==> src/rtl/sound_event_sequencer_if.sv <==
//==============================================================================
// Module      : sound_event_sequencer_if
// Description : Event handshake and player-control bundle for the sequencer.
// Revision    : 1.0 - initial release
//==============================================================================
`default_nettype none

interface sound_event_sequencer_if #(
  parameter int unsigned QDEPTH = 4
) ();
  logic                      event_valid;
  logic [2:0]                event_id;
  logic                      event_ready;
  logic                      stop;
  logic                      play;
  logic [2:0]                soundchoice;
  logic                      busy;
  logic [$clog2(QDEPTH):0]   queue_count;
  logic                      bad_event;

  modport master (
    output event_valid, event_id, stop,
    input  event_ready, play, soundchoice, busy, queue_count, bad_event
  );

  modport slave (
    input  event_valid, event_id, stop,
    output event_ready, play, soundchoice, busy, queue_count, bad_event
  );
endinterface

`default_nettype wire

==> src/rtl/sound_event_sequencer.sv <==
//==============================================================================
// Module      : sound_event_sequencer
// Description : Queues game sound events and times each clip for the PWM player.
// Revision    : 1.0 - initial release
//==============================================================================
`default_nettype none

module sound_event_sequencer #(
  parameter int unsigned QDEPTH    = 4,
  parameter int unsigned LEN_CHOMP = 49_001_706,
  parameter int unsigned LEN_PLACE = 75_486_829,
  parameter int unsigned LEN_TRAV  = 197_955_648,
  parameter int unsigned LEN_MOVE  = 96_007_023,
  parameter int unsigned LEN_OVER  = 321_007_180
) (
  input  wire logic              clk,
  input  wire logic              rst,
  sound_event_sequencer_if.slave bus
);

  localparam int                 c_ptr_w = $clog2(QDEPTH);
  localparam int                 c_cnt_w = c_ptr_w + 1;
  localparam logic [c_cnt_w-1:0] c_full  = c_cnt_w'(QDEPTH);

  typedef enum logic [0:0] {
    ST_IDLE    = 1'b0,
    ST_PLAYING = 1'b1
  } state_t;

  state_t               r_state;
  logic [2:0]           r_mem [QDEPTH];
  logic [c_ptr_w-1:0]   r_rd;
  logic [c_ptr_w-1:0]   r_wr;
  logic [c_cnt_w-1:0]   r_count;
  logic [31:0]          r_timer;
  logic                 r_play;
  logic                 r_busy;
  logic                 r_bad;
  logic [2:0]           r_choice;

  logic w_full;
  logic w_accept;
  logic w_is_over;
  logic w_is_clip;
  logic w_push;
  logic w_pop;

  function automatic logic [31:0] f_len(input logic [2:0] id);
    case (id)
      3'd2:    f_len = 32'(LEN_PLACE - 1);
      3'd3:    f_len = 32'(LEN_TRAV - 1);
      3'd4:    f_len = 32'(LEN_MOVE - 1);
      default: f_len = 32'(LEN_CHOMP - 1);
    endcase
  endfunction

  // GameOver is always admissible, even against a full queue.
  assign w_full          = (r_count == c_full);
  assign w_is_over       = (bus.event_id == 3'd5);
  assign w_is_clip       = (bus.event_id >= 3'd1) && (bus.event_id <= 3'd4);
  assign bus.event_ready = !rst && !bus.stop && (!w_full || w_is_over);
  assign w_accept        = bus.event_valid && bus.event_ready;
  assign w_push          = w_accept && w_is_clip;
  assign w_pop           = (r_state == ST_IDLE) && (r_count != '0);

  always_ff @(posedge clk) begin
    if (rst) begin
      r_state  <= ST_IDLE;
      r_rd     <= '0;
      r_wr     <= '0;
      r_count  <= '0;
      r_timer  <= '0;
      r_play   <= 1'b0;
      r_busy   <= 1'b0;
      r_bad    <= 1'b0;
      r_choice <= 3'd0;
    end else begin
      r_play <= 1'b0;
      r_bad  <= w_accept && !w_is_over && !w_is_clip;
      if (bus.stop) begin
        r_rd     <= '0;
        r_wr     <= '0;
        r_count  <= '0;
        r_timer  <= '0;
        r_choice <= 3'd0;
        r_busy   <= 1'b0;
        r_state  <= ST_IDLE;
      end else if (w_accept && w_is_over) begin
        r_rd     <= '0;
        r_wr     <= '0;
        r_count  <= '0;
        r_timer  <= 32'(LEN_OVER - 1);
        r_choice <= 3'd5;
        r_play   <= 1'b1;
        r_busy   <= 1'b1;
        r_state  <= ST_PLAYING;
      end else begin
        if (w_push) begin
          r_mem[r_wr] <= bus.event_id;
          r_wr        <= r_wr + c_ptr_w'(1);
        end
        r_count <= r_count + c_cnt_w'(w_push) - c_cnt_w'(w_pop);
        case (r_state)
          ST_IDLE: begin
            if (w_pop) begin
              r_choice <= r_mem[r_rd];
              r_timer  <= f_len(r_mem[r_rd]);
              r_rd     <= r_rd + c_ptr_w'(1);
              r_play   <= 1'b1;
              r_busy   <= 1'b1;
              r_state  <= ST_PLAYING;
            end
          end
          default: begin
            if (r_timer == 32'd0) begin
              r_choice <= 3'd0;
              r_busy   <= 1'b0;
              r_state  <= ST_IDLE;
            end else begin
              r_timer <= r_timer - 32'd1;
            end
          end
        endcase
      end
    end
  end

  assign bus.play        = r_play;
  assign bus.soundchoice = r_choice;
  assign bus.busy        = r_busy;
  assign bus.queue_count = r_count;
  assign bus.bad_event   = r_bad;

endmodule

`default_nettype wire

==> src/flat_wrapper.sv <==
// flat-port wrapper written by rule: the top's interface ports become plain ports
module sound_event_sequencer_flat 
#(
  parameter int unsigned QDEPTH    = 4,
  parameter int unsigned LEN_CHOMP = 49_001_706,
  parameter int unsigned LEN_PLACE = 75_486_829,
  parameter int unsigned LEN_TRAV  = 197_955_648,
  parameter int unsigned LEN_MOVE  = 96_007_023,
  parameter int unsigned LEN_OVER  = 321_007_180
)
  (clk, rst, bus_event_valid, bus_event_id, bus_stop, bus_event_ready, bus_play, bus_soundchoice, bus_busy, bus_queue_count, bus_bad_event);
  sound_event_sequencer_if #(.QDEPTH(QDEPTH)) bus_i ();
  input  wire logic clk;
  input  wire logic rst;
  input wire logic [$bits(bus_i.event_valid)-1:0] bus_event_valid;
  input wire logic [$bits(bus_i.event_id)-1:0] bus_event_id;
  input wire logic [$bits(bus_i.stop)-1:0] bus_stop;
  output wire logic [$bits(bus_i.event_ready)-1:0] bus_event_ready;
  output wire logic [$bits(bus_i.play)-1:0] bus_play;
  output wire logic [$bits(bus_i.soundchoice)-1:0] bus_soundchoice;
  output wire logic [$bits(bus_i.busy)-1:0] bus_busy;
  output wire logic [$bits(bus_i.queue_count)-1:0] bus_queue_count;
  output wire logic [$bits(bus_i.bad_event)-1:0] bus_bad_event;
  assign bus_i.event_valid = bus_event_valid;
  assign bus_i.event_id = bus_event_id;
  assign bus_i.stop = bus_stop;
  assign bus_event_ready = bus_i.event_ready;
  assign bus_play = bus_i.play;
  assign bus_soundchoice = bus_i.soundchoice;
  assign bus_busy = bus_i.busy;
  assign bus_queue_count = bus_i.queue_count;
  assign bus_bad_event = bus_i.bad_event;
  sound_event_sequencer #(.QDEPTH(QDEPTH), .LEN_CHOMP(LEN_CHOMP), .LEN_PLACE(LEN_PLACE), .LEN_TRAV(LEN_TRAV), .LEN_MOVE(LEN_MOVE), .LEN_OVER(LEN_OVER)) u_core (.clk(clk), .rst(rst), .bus(bus_i));
endmodule
==> config.mk <==
export PLATFORM = sky130hd
export DESIGN_NAME = sound_event_sequencer_flat
export DESIGN_NICKNAME = d
export VERILOG_FILES = /design/src/rtl/sound_event_sequencer_if.sv /design/src/rtl/sound_event_sequencer.sv /design/src/flat_wrapper.sv
export SDC_FILE = /design/constraint.sdc
export NUM_CORES = 1
export LEC_CHECK = 0
export CORE_MARGIN = 2
export CORE_UTILIZATION = 60
export DETAILED_ROUTE_END_ITERATION = 10
export PLACE_DENSITY = 0.86
export SLEW_MARGIN = 10
export SYNTH_ARGS = -nofsm -noshare
export SYNTH_HDL_FRONTEND = slang
export SYNTH_SLANG_ARGS = --single-unit
export TNS_END_PERCENT = 30
==> constraint.sdc <==
create_clock -name clk -period 3 [get_ports clk]
set_clock_uncertainty 0.1 [all_clocks]
set_input_delay 0.45 -clock clk [delete_from_list [all_inputs] [get_ports clk]]
set_output_delay 0.45 -clock clk [all_outputs]
set_load 0.01 [all_outputs]
==> results.json, run 1 <==
{
  "finalHoldViolCount": 0,
  "grt_pass1_wl_um": 15700,
  "drt-pass1-iter-count": 5,
  "cts_tree": "done",
  "critPathLaunchType": "flip-flop",
  "fmax_mhz": 351,
  "post-route-period-util_pct": 95.0,
  "cts-root-buf": "clkbuf_8",
  "initial_core_util_pct": 62.4,
  "ys_ff_latch": 60,
  "ios": 17,
  "worst_ep_arrival_time_ns": 2.99,
  "netlist_instances": 354,
  "yosys.area.top_type": "dfxtp_1",
  "synth_top_cells_by_area": "dfxtp_1, edfxtp_1, nor3_1",
  "ys_types": 55,
  "synth-main-ff-cell": "dfxtp_1",
  "hold_buffers": 0,
  "die_area_um2": 5910,
  "die_w_um": 76.9,
  "routed_wl_um": 9610,
  "fin_setup_tns_ns": 0,
  "grt_max_degree": 23,
  "rsz0062_at_grt": "false",
  "timing.final.crit_period_ns": 2.85,
  "dieHeight_um": 76.9,
  "antenna_found_initial": 0,
  "cp_max_fo": 12,
  "fillCellCount": 375,
  "synth_top_area_share_pct": 30.2,
  "place_congestion": 0.962,
  "drc": 0,
  "grt_pass1_vias": 3202,
  "synth_edf_count": 12,
  "finalSetupViolCount": 0,
  "grt_use_total_pct": 34.2,
  "clock_latency_ns": 0.35,
  "finalNetCount": 407,
  "cts_sinks": 60,
  "yosysWarnings": 0,
  "cts_buffer_depth": 2,
  "area_delta_synth_final_pct": 19.4,
  "top_layer": "met4",
  "wl_met2_um": 4490,
  "clk_pin_slew_ns": 0.07,
  "drtAntennaViolNets": 0,
  "crit_type": "flip-flop to flip-flop",
  "synthesis.nets": 369,
  "wl_met3_um": 1080,
  "drive_gt1_share_pct": 14.9,
  "drtIter0Drc": 395,
  "io_buffers": 16,
  "max-slew-margin-rel_pct": 40.9,
  "diodes": 0,
  "maxCapViolCount": 0,
  "cp-end-kind": "flip-flop",
  "via_per_inst": 6.85,
  "wl_met1_um": 3650,
  "rows": 26,
  "avgSynthCellArea_um2": 9.00,
  "cts_buffers": 9,
  "num_vias": 3201,
  "htree_num_levels": 3,
  "hp-class": "flip-flop to flip-flop",
  "seq_area_frac_synth_pct": 41.5,
  "tightestPinTransition_ns": 0.877,
  "async_reset_ff_share_pct": 0,
  "grt-ovfl-total": 0,
  "outcome": "complete, no violations",
  "wl_per_cell_um": 20.6,
  "dp_hpwl_um": 6690,
  "postCtsSetupRepairBufs": 0,
  "drv_slew": 0,
  "netlist_area_um2": 3190,
  "core_area_um2": 5110,
  "cp.required_ns": 3.14
}
-- critical path, stage by stage (launching register included) --
cell	delay, ns
dfxtp_1	0.37
or4_4	0.58
or3_4	0.43
nor4_2	0.50
or2_2	0.29
nor2_1	0.20
a32o_1	0.27
-- stage by stage --
stage | setup slack (ns) | hold slack, ns | cells | area [um2] | util, %
2_1_floorplan | 0.310 | 0.351 | 354 | 3190 | -
5_1_grt | 0.0567 | 0.393 | 467 | 3800 | 74.5
6_report | 0.151 | 0.383 | 467 | 3800 | 74.5
3_5_place_dp | 0.223 | 0.369 | 451 | 3570 | 69.8
4_1_cts | 0.145 | 0.382 | 467 | 3800 | 74.5
3_3_place_gp | 0.304 | 0.347 | 451 | 3570 | 69.8
-- placed cells by master, fill, tap and decap left out, types with 3 or more instances in the layout --
| cell | Yosys | layout |
|---|---|---|
| nand3_1 | 12 | 12 |
| a31oi_1 | 3 | 3 |
| edfxtp_1 | 12 | 12 |
| a21o_1 | 3 | 3 |
| clkdlybuf4s50_1 | 0 | 16 |
| inv_1 | 11 | 11 |
| nand3b_1 | 3 | 3 |
| or4_1 | 7 | 7 |
| a32o_1 | 6 | 6 |
| xor2_1 | 3 | 3 |
| nand4_1 | 3 | 3 |
| a2111oi_0 | 3 | 3 |
| and2_1 | 6 | 6 |
| buf_4 | 0 | 27 |
| nor4_1 | 8 | 8 |
| clkbuf_8 | 0 | 12 |
| nor4b_1 | 4 | 4 |
| o21ai_0 | 12 | 11 |
| xnor2_1 | 12 | 12 |
| mux4_2 | 3 | 3 |
| o22ai_1 | 3 | 3 |
| or3_1 | 7 | 7 |
| nor3_1 | 24 | 24 |
| ha_1 | 7 | 7 |
| or2_2 | 9 | 9 |
| o21a_1 | 3 | 3 |
| a21oi_1 | 21 | 21 |
| nor2_1 | 29 | 29 |
| nand2_1 | 26 | 26 |
| nor2b_1 | 5 | 5 |
| a211oi_1 | 5 | 5 |
| o31ai_1 | 7 | 7 |
| dfxtp_1 | 48 | 48 |
-- registers in the layout (all words and copies together) (netlist names), named ones only --
name / flops
u_core.bus.bad_event: 1
u_core.bus.busy: 1
u_core.bus.play: 1
u_core.bus.queue_count: 3
u_core.bus.soundchoice: 3
u_core.r_mem: 12
u_core.r_rd: 2
u_core.r_state: 1
u_core.r_timer: 32
u_core.r_wr: 2
-- routing by layer --
layer  up-vias  GRT usage (%)
met5         -              0
met4         0           19.3
met3        52           9.65
met2       224           53.9
met1      1509           42.0
li1       1416              -
-- worst paths after layout --
path	slack [ns]	end	startpoint	cells past startpoint
setup / recovery	0.15	u_core.r_timer[14]$_SDFFE_PP0P_	u_core.r_timer[12]$_SDFFE_PP0P_	6
hold / removal	0.38	u_core.bus.busy$_SDFFE_PP0P_	u_core.bus.busy$_SDFFE_PP0P_	2
setup reg to reg	0.15	u_core.r_timer[14]$_SDFFE_PP0P_	u_core.r_timer[12]$_SDFFE_PP0P_	6
hold reg to reg	0.38	u_core.bus.busy$_SDFFE_PP0P_	u_core.bus.busy$_SDFFE_PP0P_	2
-- synthesized netlist by cell type (3+ instances only) --
cell and instances:
nand3b_1 3, nand3_1 12, nor4b_1 4, nand2_1 26, or3_1 7, nand4_1 3, nor4_1 8, clkbuf_1 14
mux4_2 3, o21a_1 3, or2_2 9, edfxtp_1 12, ha_1 7, xor2_1 3, o21ai_0 12, o22ai_1 3
nor2_1 29, and2_1 6, inv_1 11, nor2b_1 5, a211oi_1 5, o31ai_1 7, a21oi_1 21, a32o_1 6
a2111oi_0 3, xnor2_1 12, nor3_1 24, or4_1 7, a21o_1 3, dfxtp_1 48, a31oi_1 3
-- area by class of cell --
type                       count  area, um2  share of cell area [%]
sequential                    60       1320                    34.7
tap                           70       87.6                    2.30
clock inverter                 3       67.6                    1.78
multi-input combinational    267       1750                    46.1
timing repair buffer          43        363                    9.54
clock buffer                  13        169                    4.44
inverter                      11       41.3                    1.09
-- kinds of logic after synthesis --
family	synth area share, %
fa+ha+maj	3.38
compound gates	18.1
simple gates	26.7
buf+inv	3.46
xor+xnor	4.12
flops	41.5
mux	2.75
-- what timing repair did --
action                                 CTS  global route
setup endpoints to repair                0             1
endpoints found under the hold margin    0             0
gates resized for setup                  0             1
Power of run 1 is not shown: default switching activity piles up to over one toggle a cycle in this logic, so the estimate is an artifact.
==> run 2: changes to the inputs <==
--- a/config.mk
+++ b/config.mk
@@ -7,7 +7,9 @@
 export LEC_CHECK = 0
 export CORE_MARGIN = 2
 export CORE_UTILIZATION = 60
+export CTS_CLUSTER_SIZE = 28
 export DETAILED_ROUTE_END_ITERATION = 10
+export HOLD_SLACK_MARGIN = 0.06
 export PLACE_DENSITY = 0.86
 export SLEW_MARGIN = 10
 export SYNTH_ARGS = -nofsm -noshare
==> results of run 2 <==
Same layout as run 1: the final DEF is identical, and so are final timing and power.
Power of run 2 is left out for the same reason.
==> run 3: changes to the inputs <==
--- a/config.mk
+++ b/config.mk
@@ -11,7 +11,7 @@
 export DETAILED_ROUTE_END_ITERATION = 10
 export HOLD_SLACK_MARGIN = 0.06
 export PLACE_DENSITY = 0.86
-export SLEW_MARGIN = 10
+export SLEW_MARGIN = 20
 export SYNTH_ARGS = -nofsm -noshare
 export SYNTH_HDL_FRONTEND = slang
 export SYNTH_SLANG_ARGS = --single-unit
==> results of run 3 <==
Same layout as run 1: the final DEF is identical, and so are final timing and power.
Power of run 3 is left out for the same reason.
